<file path="config.mk">
export PLATFORM = sky130hd
export DESIGN_NAME = pmod_ble_ctrl_flat
export DESIGN_NICKNAME = d
export VERILOG_FILES = /design/src/rtl/pmod_ble_ctrl_if.sv /design/src/rtl/pmod_ble_ctrl.sv /design/src/flat_wrapper.sv
export SDC_FILE = /design/constraint.sdc
export NUM_CORES = 1
export LEC_CHECK = 0
export ABC_AREA = 1
export BUFFER_PORTS_ARGS = -buffer_cell sky130_fd_sc_hd__buf_2
export CORE_AREA = 3 3 110 80
export CTS_CLUSTER_SIZE = 30
export DETAILED_ROUTE_END_ITERATION = 12
export DIE_AREA = 0 0 113 83
export PLACE_DENSITY = 0.65
export SYNTH_ARGS = -nofsm -noshare
export SYNTH_HDL_FRONTEND = slang
export SYNTH_SLANG_ARGS = --single-unit
</file>
<file path="constraint.sdc">
create_clock -name clk -period 4.4 [get_ports clk]
set_clock_uncertainty 0.1 [all_clocks]
set_input_delay 0.22 -clock clk [delete_from_list [all_inputs] [get_ports clk]]
set_output_delay 0.22 -clock clk [all_outputs]
set_load 0.1 [all_outputs]
</file>
<file path="src/rtl/pmod_ble_ctrl_if.sv">
// CPU-side byte handshake of the RN4871 PMOD controller: transmit request/ready
// toward the module and captured receive bytes back to the CPU.
interface pmod_ble_ctrl_if;
   logic [7:0] i_cpu_tx_data;
   logic       i_cpu_tx_valid;
   logic       o_cpu_tx_ready;
   logic [7:0] o_cpu_rx_data;
   logic       o_cpu_rx_valid;

   modport master (
      output i_cpu_tx_data, i_cpu_tx_valid,
      input  o_cpu_tx_ready, o_cpu_rx_data, o_cpu_rx_valid
   );

   modport slave (
      input  i_cpu_tx_data, i_cpu_tx_valid,
      output o_cpu_tx_ready, o_cpu_rx_data, o_cpu_rx_valid
   );
endinterface

</file>
<file path="src/rtl/pmod_ble_ctrl.sv">
// RN4871 PMOD controller: reset/boot sequencer, host/CPU arbitration of the module RX
// line, CPU UART serializer; optional receiver on the module TX line (PMOD_BLE_RXCAP_EN).
module pmod_ble_ctrl #(
   parameter int CLKS_PER_BIT = 868,
   parameter int RST_CYCLES   = 10000,
   parameter int BOOT_CYCLES  = 5000000,
   parameter int IDLE_BITS    = 11
) (
   input  logic              clk,
   input  logic              rst,
   input  logic              i_uart_rx,
   output logic              o_uart_tx,
   output logic              io_pmod_rxd,
   input  logic              io_pmod_txd,
   output logic              io_pmod_rstn,
   input  logic              i_ble_reset_req,
   input  logic              i_mode_cpu,
   output logic              o_ble_ready,
   output logic              o_owner_cpu,
   pmod_ble_ctrl_if.slave    cpu
);

   localparam int SEQ_MAX  = (RST_CYCLES > BOOT_CYCLES) ? RST_CYCLES : BOOT_CYCLES;
   localparam int SEQ_W    = $clog2(SEQ_MAX + 1);
   localparam int BAUD_W   = $clog2(CLKS_PER_BIT + 1);
   localparam int IDLE_TGT = IDLE_BITS * CLKS_PER_BIT;
   localparam int IDLE_W   = $clog2(IDLE_TGT + 1);

   localparam logic [SEQ_W-1:0]  RST_LAST  = SEQ_W'(RST_CYCLES - 1);
   localparam logic [SEQ_W-1:0]  BOOT_LAST = SEQ_W'(BOOT_CYCLES - 1);
   localparam logic [BAUD_W-1:0] BAUD_LAST = BAUD_W'(CLKS_PER_BIT - 1);
   localparam logic [IDLE_W-1:0] IDLE_SAT  = IDLE_W'(IDLE_TGT);
   localparam logic [IDLE_W-1:0] IDLE_LAST = IDLE_W'(IDLE_TGT - 1);

   typedef enum logic [1:0] {
      RST_ASSERT = 2'd0,
      BOOT_WAIT  = 2'd1,
      ACTIVE     = 2'd2
   } seq_state_e;

   seq_state_e        state_q;
   logic [SEQ_W-1:0]  seq_cnt_q;
   logic              rstn_q;
   logic              ble_ready_q;
   logic              owner_q;
   logic [IDLE_W-1:0] idle_cnt_q;
   logic              busy_q;
   logic [9:0]        shift_q;
   logic [BAUD_W-1:0] baud_cnt_q;
   logic [3:0]        bit_cnt_q;

   logic active_d;
   logic tx_ready_d;
   logic idle_full_d;

   assign active_d    = (state_q == ACTIVE);
   assign tx_ready_d  = active_d && owner_q && i_mode_cpu && !busy_q;
   // True when this sample completes the required run of high host-line cycles.
   assign idle_full_d = i_uart_rx && (idle_cnt_q >= IDLE_LAST);

   assign o_uart_tx          = io_pmod_txd;
   assign io_pmod_rxd        = active_d ? (owner_q ? shift_q[0] : i_uart_rx) : 1'b1;
   assign io_pmod_rstn       = rstn_q;
   assign o_ble_ready        = ble_ready_q;
   assign o_owner_cpu        = owner_q;
   assign cpu.o_cpu_tx_ready = tx_ready_d;

   always_ff @(posedge clk) begin
      if (rst) begin
         state_q     <= RST_ASSERT;
         seq_cnt_q   <= '0;
         rstn_q      <= 1'b0;
         ble_ready_q <= 1'b0;
         owner_q     <= 1'b0;
         idle_cnt_q  <= '0;
         busy_q      <= 1'b0;
         shift_q     <= '1;
         baud_cnt_q  <= '0;
         bit_cnt_q   <= '0;
      end else begin
         if (!i_uart_rx) begin
            idle_cnt_q <= '0;
         end else if (idle_cnt_q != IDLE_SAT) begin
            idle_cnt_q <= idle_cnt_q + 1'b1;
         end

         if (i_ble_reset_req) begin
            state_q     <= RST_ASSERT;
            seq_cnt_q   <= '0;
            rstn_q      <= 1'b0;
            ble_ready_q <= 1'b0;
            owner_q     <= 1'b0;
            busy_q      <= 1'b0;
            shift_q     <= '1;
            baud_cnt_q  <= '0;
            bit_cnt_q   <= '0;
         end else begin
            case (state_q)
               RST_ASSERT: begin
                  if (seq_cnt_q == RST_LAST) begin
                     state_q   <= BOOT_WAIT;
                     seq_cnt_q <= '0;
                     rstn_q    <= 1'b1;
                  end else begin
                     seq_cnt_q <= seq_cnt_q + 1'b1;
                  end
               end
               BOOT_WAIT: begin
                  if (seq_cnt_q == BOOT_LAST) begin
                     state_q     <= ACTIVE;
                     seq_cnt_q   <= '0;
                     ble_ready_q <= 1'b1;
                  end else begin
                     seq_cnt_q <= seq_cnt_q + 1'b1;
                  end
               end
               default: ;
            endcase

            // A byte in flight always finishes before the line goes back to the host.
            if (!owner_q) begin
               if (active_d && i_mode_cpu && idle_full_d) owner_q <= 1'b1;
            end else if (!i_mode_cpu && !busy_q) begin
               owner_q <= 1'b0;
            end

            if (tx_ready_d && cpu.i_cpu_tx_valid) begin
               busy_q     <= 1'b1;
               shift_q    <= {1'b1, cpu.i_cpu_tx_data, 1'b0};
               baud_cnt_q <= '0;
               bit_cnt_q  <= '0;
            end else if (busy_q) begin
               if (baud_cnt_q == BAUD_LAST) begin
                  baud_cnt_q <= '0;
                  shift_q    <= {1'b1, shift_q[9:1]};
                  if (bit_cnt_q == 4'd9) begin
                     busy_q <= 1'b0;
                  end else begin
                     bit_cnt_q <= bit_cnt_q + 1'b1;
                  end
               end else begin
                  baud_cnt_q <= baud_cnt_q + 1'b1;
               end
            end
         end
      end
   end

`ifdef PMOD_BLE_RXCAP_EN
   localparam logic [BAUD_W-1:0] HALF_LAST = (CLKS_PER_BIT / 2 > 0) ?
                                              BAUD_W'(CLKS_PER_BIT / 2 - 1) : '0;

   logic [1:0]        rx_sync_q;
   logic              rx_busy_q;
   logic [BAUD_W-1:0] rx_baud_q;
   logic [3:0]        rx_bit_q;
   logic [7:0]        rx_shift_q;
   logic [7:0]        rx_data_q;
   logic              rx_valid_q;
   logic              rx_line_d;

   assign rx_line_d          = rx_sync_q[1];
   assign cpu.o_cpu_rx_data  = rx_data_q;
   assign cpu.o_cpu_rx_valid = rx_valid_q;

   // Bit index 0 re-checks the start bit at mid-bit, 1..8 are data, 9 is the stop bit.
   always_ff @(posedge clk) begin
      if (rst) begin
         rx_sync_q  <= 2'b11;
         rx_busy_q  <= 1'b0;
         rx_baud_q  <= '0;
         rx_bit_q   <= '0;
         rx_shift_q <= '0;
         rx_data_q  <= '0;
         rx_valid_q <= 1'b0;
      end else begin
         rx_sync_q  <= {rx_sync_q[0], io_pmod_txd};
         rx_valid_q <= 1'b0;
         if (!rx_busy_q) begin
            if (!rx_line_d) begin
               rx_busy_q <= 1'b1;
               rx_baud_q <= HALF_LAST;
               rx_bit_q  <= '0;
            end
         end else if (rx_baud_q != '0) begin
            rx_baud_q <= rx_baud_q - 1'b1;
         end else begin
            rx_baud_q <= BAUD_LAST;
            rx_bit_q  <= rx_bit_q + 1'b1;
            if (rx_bit_q == 4'd0) begin
               if (rx_line_d) rx_busy_q <= 1'b0;
            end else if (rx_bit_q == 4'd9) begin
               rx_busy_q <= 1'b0;
               if (rx_line_d) begin
                  rx_data_q  <= rx_shift_q;
                  rx_valid_q <= 1'b1;
               end
            end else begin
               rx_shift_q <= {rx_line_d, rx_shift_q[7:1]};
            end
         end
      end
   end
`else
   assign cpu.o_cpu_rx_data  = '0;
   assign cpu.o_cpu_rx_valid = 1'b0;
`endif

endmodule

</file>
<file path="src/flat_wrapper.sv">
// flat-port wrapper written by rule: the top's interface ports become plain ports
module pmod_ble_ctrl_flat 
#(
   parameter int CLKS_PER_BIT = 868,
   parameter int RST_CYCLES   = 10000,
   parameter int BOOT_CYCLES  = 5000000,
   parameter int IDLE_BITS    = 11
)
  (clk, rst, i_uart_rx, o_uart_tx, io_pmod_rxd, io_pmod_txd, io_pmod_rstn, i_ble_reset_req, i_mode_cpu, o_ble_ready, o_owner_cpu, cpu_i_cpu_tx_data, cpu_i_cpu_tx_valid, cpu_o_cpu_tx_ready, cpu_o_cpu_rx_data, cpu_o_cpu_rx_valid);
  pmod_ble_ctrl_if cpu_i ();
  input  logic clk;
  input  logic rst;
  input  logic i_uart_rx;
  output logic o_uart_tx;
  output logic io_pmod_rxd;
  input  logic io_pmod_txd;
  output logic io_pmod_rstn;
  input  logic i_ble_reset_req;
  input  logic i_mode_cpu;
  output logic o_ble_ready;
  output logic o_owner_cpu;
  input wire logic [$bits(cpu_i.i_cpu_tx_data)-1:0] cpu_i_cpu_tx_data;
  input wire logic [$bits(cpu_i.i_cpu_tx_valid)-1:0] cpu_i_cpu_tx_valid;
  output wire logic [$bits(cpu_i.o_cpu_tx_ready)-1:0] cpu_o_cpu_tx_ready;
  output wire logic [$bits(cpu_i.o_cpu_rx_data)-1:0] cpu_o_cpu_rx_data;
  output wire logic [$bits(cpu_i.o_cpu_rx_valid)-1:0] cpu_o_cpu_rx_valid;
  assign cpu_i.i_cpu_tx_data = cpu_i_cpu_tx_data;
  assign cpu_i.i_cpu_tx_valid = cpu_i_cpu_tx_valid;
  assign cpu_o_cpu_tx_ready = cpu_i.o_cpu_tx_ready;
  assign cpu_o_cpu_rx_data = cpu_i.o_cpu_rx_data;
  assign cpu_o_cpu_rx_valid = cpu_i.o_cpu_rx_valid;
  pmod_ble_ctrl #(.CLKS_PER_BIT(CLKS_PER_BIT), .RST_CYCLES(RST_CYCLES), .BOOT_CYCLES(BOOT_CYCLES), .IDLE_BITS(IDLE_BITS)) u_core (.clk(clk), .rst(rst), .i_uart_rx(i_uart_rx), .o_uart_tx(o_uart_tx), .io_pmod_rxd(io_pmod_rxd), .io_pmod_txd(io_pmod_txd), .io_pmod_rstn(io_pmod_rstn), .i_ble_reset_req(i_ble_reset_req), .i_mode_cpu(i_mode_cpu), .o_ble_ready(o_ble_ready), .o_owner_cpu(o_owner_cpu), .cpu(cpu_i));
endmodule
</file>
==> run_results.csv, run 1 <==
group,metric,value,unit
route,drc,0,
route,viasPerCell,4.96,
yosys,synth_flop_cell,"dfxtp_1",
clocking,cts_root_buffer,"clkbuf_16",
timing,post-route-period-util,0.525,
yosys,yosysSeqAreaShare,0.378,
min_path,holdPathEnd,"u_core.shift_q[3]$_SDFFE_PP1P_",
min_path,min-delay-start,"cpu_i_cpu_tx_data[2]",
worst_setup_path,r2r-start,"u_core.baud_cnt_q[0]$_SDFFE_PP0P_",
route,wl_met1,4.12,mm
worst_setup_path,slowest_stage,"dfxtp_1",
worst_setup_path,rrSetupSlack,2.24,ns
timing,clock.fmax,433,MHz
floorplanning,die_w,113,microns
worst_setup_path,timing.rr.end,"u_core.shift_q[6]$_SDFFE_PP1P_",
finish,nets,561,
power,vdd_drop_max,0.225,mV
floorplanning,io_pins,30,
timing,layout_setup_ws,2.09,ns
timing,slew_headroom,0.388,
worst_setup_path,crit_path_max_fanout,11,
timing,hold_violations,0,
worst_setup_path,path_buf_inv,2,
clocking,clk_latency,0.33,ns
power,p_leak,1.51,nW
yosys,netlist_top_cells_area,"dfxtp_1 38%, nand2_1 12%, nor2_1 9.9%",
yosys,yosysUniqueCellTypes,33,
min_path,hold_path.class,"input pin to flop",
min_path,hold_depth,3,
worst_setup_path,critPathArrivalTime,1.99,ns
place,finalWeightedCongestion,0.906,
timing,setup_viol,0,
worst_setup_path,slowest_delay,0.61,ns
timing,finalCriticalPeriod,2.31,ns
worst_setup_path,setup.worst_path.start_class,"flop",
worst_setup_path,worstPathCellList,"inv_2 > nor2_2 > nand2_1 > nor3_2 > buf_2",
grt,grt_overflow_total,0,
grt,grt_pass1_vias,2849,
grt,grt_usage,0.175,
worst_setup_path,reg2reg_depth,8,
yosys,synth.top_cell.area_share,0.378,
floorplanning,start_util,0.446,
yosys,avgSynthCellArea,6.76,sq um
route,wl_per_cell,12.2,microns
place,pre_cts_slack,2.25,ns
grt,antenna_found_initial,0,
timing,tightest_slew,0.914,ns
finish,insertedDiodeCount,0,
grt,grt_max_degree,16,
clocking,cts.htree.levels,3,
yosys,synth_common_cells,"108 x nand2_1, 92 x nor2_1, 66 x dfxtp_1, 65 x inv_1, 38 x nand3_1",
route,wirelength,7.90,mm
timing,rsz0062_at_grt,"no",
finish,drive_gt1_frac,0.112,
run,max-cap-violations,0,
route,drt_iter0_markers,431,
status,outcome,"completed",
clocking,clock_path_buffers,2,
floorplanning,die_height,83,microns
route,ant_nets,0,
clocking,clkSlewWorstSetupHoldPaths,0.06,ns
timing,finalSetupTns,0,ns
floorplanning,die_area,9380,sq um
place,hpwlAfterDp,5.97,mm
yosys,synth_top_area_cell,"dfxtp_1",
timing,finalMaxSlewViolations,0,
worst_setup_path,critPathKind,"flop to primary output",
yosys,async_flop_share,0,
floorplanning,core_area,7840,sq um
place,postPlaceCellArea,3630,sq um
route,routed.top_layer,"met4",
clocking,cts_num_sinks,66,
route,wl_met2,3.18,mm
power,power_density,348,nW/um^2
floorplanning,rows,27,
finish,syn_to_final_growth,13.0,%
grt,grt_pass1_wl,13.3,mm
clocking,numCtsBuffers,9,
worst_setup_path,worstPathRequired,4.08,ns
route,vias,3204,
route,wl_met3,490,microns
yosys,yosys_warnings,0,
clocking,cts_tree,"yes",
yosys,synthesis.area,3490,sq um
yosys,yosysMostFrequentCell,"nand2_1",
route,dr.pass1.iters,5,
worst_setup_path,crit_path_end_kind,"primary output",
place,portBuffers,18,
yosys,synth-edff-count,0,
yosys,syn_inst,517,
finish,final_area,3950,sq um
yosys,synth_seq_cells,66,
worst_setup_path,crit_family,"buffers and inverters",
## repair_timing
item                      CTS  global route
gates resized for setup     0             0
buffers inserted            0             0
hold buffers                2             0
hold endpoints to repair    2             0
## cells in the final DEF (no fill, tap or decap), types with 3 or more instances in the layout
| cell type | instances |
|---|---|
| nor3_1 | 13 |
| ha_1 | 6 |
| o21ai_0 | 14 |
| xor2_1 | 13 |
| nor2_4 | 3 |
| clkbuf_16 | 9 |
| conb_1 | 9 |
| nor2_2 | 6 |
| nand2_1 | 108 |
| nand3_1 | 38 |
| buf_2 | 18 |
| dfxtp_1 | 66 |
| nor3_2 | 5 |
| nor2_1 | 92 |
| or2_2 | 3 |
| nand2_2 | 4 |
| a21oi_1 | 27 |
| inv_1 | 65 |
| inv_2 | 4 |
| nand4_1 | 16 |
## per-layer routing
layer / vias to the layer above / track usage
met2: 90 / 0.245
li1: 1671 / -
met3: 10 / 0.0539
met5: - / 0
met4: 0 / 0.0721
met1: 1433 / 0.248
## state kept, by name (all words and copies together), names as in the netlist, 2 cells and up
| name | flops |
|---|---|
| u_core.state_q | 2 |
| u_core.idle_cnt_q | 14 |
| u_core.baud_cnt_q | 10 |
| u_core.seq_cnt_q | 23 |
| u_core.shift_q | 9 |
| u_core.bit_cnt_q | 4 |
## area by class of cell
class | count | area [sq um]
multi-input cells | 374 | 1830
flip-flops and latches | 66 | 1320
fillers | 772 | 3890
clock inverters | 4 | 51.3
clock buffers | 12 | 246
repair buffers | 20 | 110
inverters | 69 | 259
well taps | 101 | 126
## power breakdown
| part | leakage (nW) | switching (W) | internal [W] |
|---|---|---|---|
| clock network | 0.143 | 0.000258 | 0.000454 |
| registers | 0.532 | 0.00000178 | 0.000600 |
| logic | 0.837 | 0.0000502 | 0.00000978 |
## tightest hold or removal path, delay by kind of cell
kind	cells	cell delay [ns]
buffers and inverters	1	0.08
and+or+nand+nor	2	0.11
## metrics by stage
step | hold slack (ns) | std cells | util | total power (W)
floorplan | 0.252 | 525 | - | 0.000673
global placement | 0.341 | 628 | 0.463 | 0.000673
detailed placement | 0.341 | 628 | 0.463 | 0.000673
CTS | 0.000405 | 646 | 0.504 | 0.00139
global route | 0.00458 | 646 | 0.504 | 0.00142
finish | 0.00594 | 646 | 0.504 | 0.00137
## worst max-delay path by stage
stage | slack, ns | start | endpoint | cells past startpoint
after floorplan | 1.15 | u_core.o_owner_cpu$_SDFF_PP0_ | u_core.shift_q[8]$_SDFFE_PP1P_ | 6
after global placement | 2.35 | u_core.state_q[1]$_SDFFE_PP0P_ | u_core.baud_cnt_q[2]$_SDFFE_PP0P_ | 9
after detailed placement | 2.25 | u_core.baud_cnt_q[0]$_SDFFE_PP0P_ | u_core.shift_q[6]$_SDFFE_PP1P_ | 8
after CTS | 2.08 | u_core.state_q[1]$_SDFFE_PP0P_ | cpu_o_cpu_tx_ready | 5
after global routing | 1.93 | u_core.state_q[1]$_SDFFE_PP0P_ | cpu_o_cpu_tx_ready | 5
final | 2.09 | u_core.state_q[1]$_SDFFE_PP0P_ | cpu_o_cpu_tx_ready | 5
## cell families (layout without fill, tap and decap cells)
kind of cell,count (synthesis),count (layout),synth area share
buffers and inverters,85,105,0.106
DFF,66,66,0.378
and+or+nand+nor,295,295,0.382
adders and majority gates,6,6,0.0215
other,1,9,0.00107
AOI/OAI and AO/OA,49,49,0.0734
xor gates and xnor gates,15,15,0.0376
No activity file was read; power rests on OpenSTA's default activity.
==> run 2, diff against run 1 <==
==> constraint.sdc (replaced) <==
create_clock -name clk -period 2.15 [get_ports clk]
set_clock_uncertainty 0.1 [all_clocks]
set_input_delay 0.1075 -clock clk [delete_from_list [all_inputs] [get_ports clk]]
set_output_delay 0.1075 -clock clk [all_outputs]
set_load 0.1 [all_outputs]
==> run 2 against run 1 <==
Compared with the run above:
- combinational power rose by 130%
- register-to-register slack worse by 1.9 ns
- cell count increased by 1.5%
- sequential share of layout area is 0.83 points lower
- first-iteration DRC count shrank 60%
- cell area rose by 2.8%
- global-route usage shrank 0.19 points
- critical path depth is the same
- count of clock-buffer cells in the layout stayed put
- flip-flop and latch count unchanged
- clock power grew 110%
- die area is the same
- largest cell class unchanged
==> run_results.csv, run 2 (synthesis gave the netlist of run 1 again) <==
group,metric,value,unit
clocking,clk_latency,0.33,ns
route,drc,0,
clocking,cts_resized,0,
finish,multi_input_area,1840,sq um
clocking,clock_path_buffers,2,
clocking,cts_tree,"yes",
worst_setup_path,worstPathRequired,1.94,ns
finish,final_util,0.518,
finish,drive_gt1_frac,0.121,
place,pre_cts_slack,0.327,ns
power,p_leak,1.56,nW
grt,grt_max_degree,16,
route,vias,3184,
timing,tightest_slew,0.574,ns
power,p_clk_frac,0.521,
finish,nets,571,
floorplanning,rows,27,
finish,syn_to_final_growth,16.1,%
timing,finalMaxSlewViolations,0,
clocking,ctsHoldBuffers,9,
min_path,holdPathEnd,"u_core.o_owner_cpu$_SDFF_PP0_",
worst_setup_path,critPathKind,"flop to primary output",
place,portBuffers,18,
floorplanning,die_height,83,microns
floorplanning,io_pins,30,
floorplanning,start_util,0.446,
place,hpwlAfterDp,5.68,mm
worst_setup_path,crit_path_max_fanout,6,
timing,slew_headroom,0.617,
worst_setup_path,critPathArrivalTime,1.63,ns
worst_setup_path,setup.worst_path.start_class,"flop",
grt,grt_pass1_wl,13.5,mm
floorplanning,die_w,113,microns
status,outcome,"completed",
finish,seq_area,1330,sq um
timing,post-route-period-util,0.853,
power,power_frac_seq,0.432,
clocking,clkSlewWorstSetupHoldPaths,0.06,ns
worst_setup_path,r2r-start,"u_core.seq_cnt_q[0]$_SDFFE_PP0P_",
grt,met1_usage,0.247,
timing,finalCriticalPeriod,1.83,ns
floorplanning,die_area,9380,sq um
grt,grt_pass1_vias,2916,
grt,gr-max-usage-layer,"met2",
grt,grt_util_met3,0.0524,
clocking,cts.htree.levels,3,
worst_setup_path,timing.rr.end,"u_core.seq_cnt_q[22]$_SDFFE_PP0P_",
min_path,hold_depth,5,
power,p_switching,0.000632,W
grt,grt_overflow_total,0,
route,wirelength,7.67,mm
power,p_comb_frac,0.047,
power,p_sw_frac,0.222,
finish,top_register,"u_core.seq_cnt_q",
min_path,min-delay-start,"i_uart_rx",
run,max-cap-violations,0,
finish,largest_reg_flops,23,
finish,reg.largest.list,"u_core.seq_cnt_q: 23 flops, u_core.idle_cnt_q: 14 flops, u_core.baud_cnt_q: 10 flops",
floorplanning,core_area,7840,sq um
place,dp_cells,631,
clocking,cts_root_buffer,"clkbuf_16",
finish,final_common_cell,"nand2_1",
finish,insertedDiodeCount,0,
grt,grt_usage,0.173,
clocking,cts_setup_buffers,0,
power,p_total,0.00285,W
timing,rsz0062_at_grt,"no",
timing,setup_viol,0,
grt,antenna_found_initial,0,
finish,mostFrequentLayoutCells,"108 x nand2_1, 92 x nor2_1, 65 x dfxtp_1",
route,drt_iter0_markers,171,
route,wl_per_cell,11.7,microns
worst_setup_path,rrSetupSlack,0.33,ns
worst_setup_path,reg2reg_depth,8,
finish,fillers,775,
finish,final_cells,656,
clocking,cts_num_sinks,66,
power,vdd_drop_max,0.422,mV
min_path,hold_path.class,"input pin to flop",
timing,clock.fmax,545,MHz
route,viasPerCell,4.85,
place,finalWeightedCongestion,0.953,
worst_setup_path,crit_path_end_kind,"primary output",
power,p_int,0.00221,W
clocking,numCtsBuffers,9,
route,ant_nets,0,
timing,layout_setup_ws,0.315,ns
route,dr.pass1.iters,5,
power,power_density,701,nW/um^2
grt,grt_use_met2,0.258,
timing,hold_violations,0,
==> run 2: final cells by class <==
cell class,count,share of cell area
timing repair buffer,30,0.0499
multi-input combinational,374,0.453
sequential,66,0.326
inverter,69,0.0638
tap,101,0.0311
clock buffer,12,0.0632
clock inverter,4,0.0123
==> run 2: worst max-delay path, cell delays in order, from the launching register on <==
cell and delay [ns]:
dfxtp_1 0.34, inv_2 0.08, nor2_2 0.12, nand2_1 0.11
nor3_4 0.19, buf_2 0.45
==> run 2: worst max path at each step <==
| stage | slack (ns) | from | endpoint | cells past startpoint |
|---|---|---|---|---|
| after detailed placement | 0.33 | u_core.seq_cnt_q[0]$_SDFFE_PP0P_ | u_core.seq_cnt_q[20]$_SDFFE_PP0P_ | 8 |
| after global routing | 0.18 | u_core.seq_cnt_q[0]$_SDFFE_PP0P_ | u_core.seq_cnt_q[22]$_SDFFE_PP0P_ | 8 |
| after CTS | 0.28 | u_core.state_q[1]$_SDFFE_PP0P_ | cpu_o_cpu_tx_ready | 5 |
| final | 0.32 | u_core.state_q[1]$_SDFFE_PP0P_ | cpu_o_cpu_tx_ready | 5 |
| after global placement | 0.41 | u_core.seq_cnt_q[0]$_SDFFE_PP0P_ | u_core.seq_cnt_q[22]$_SDFFE_PP0P_ | 8 |
| after floorplan | -0.03 | u_core.o_owner_cpu$_SDFF_PP0_ | u_core.shift_q[8]$_SDFFE_PP1P_ | 6 |
==> run 2: stage by stage <==
stage / hold WS (ns) / setup TNS (ns) / instance area, sq um
floorplan: 0.140 / -0.143 / 3540
finish: 0.0524 / 0 / 4060
CTS: 0.0431 / 0 / 4060
global route: 0.0867 / 0 / 4060
global placement: 0.116 / 0 / 3660
detailed placement: 0.116 / 0 / 3660
==> run 2: power by group through the flow <==
stage / registers [W] / logic, W / clock network (W)
3_5_place_dp: 0.00126 / 0.000122 / 0
3_3_place_gp: 0.00126 / 0.000121 / 0
5_1_grt: 0.00123 / 0.000144 / 0.00157
2_1_floorplan: 0.00126 / 0.000121 / 0
4_1_cts: 0.00123 / 0.000135 / 0.00153
6_report: 0.00123 / 0.000135 / 0.00148
==> run 2: layer usage <==
metal | up-vias | share of wire
li1 | 1697 | -
met1 | 1411 | 0.51
met2 | 68 | 0.43
met3 | 8 | 0.051
met4 | 0 | 0.0094
met5 | - | 0
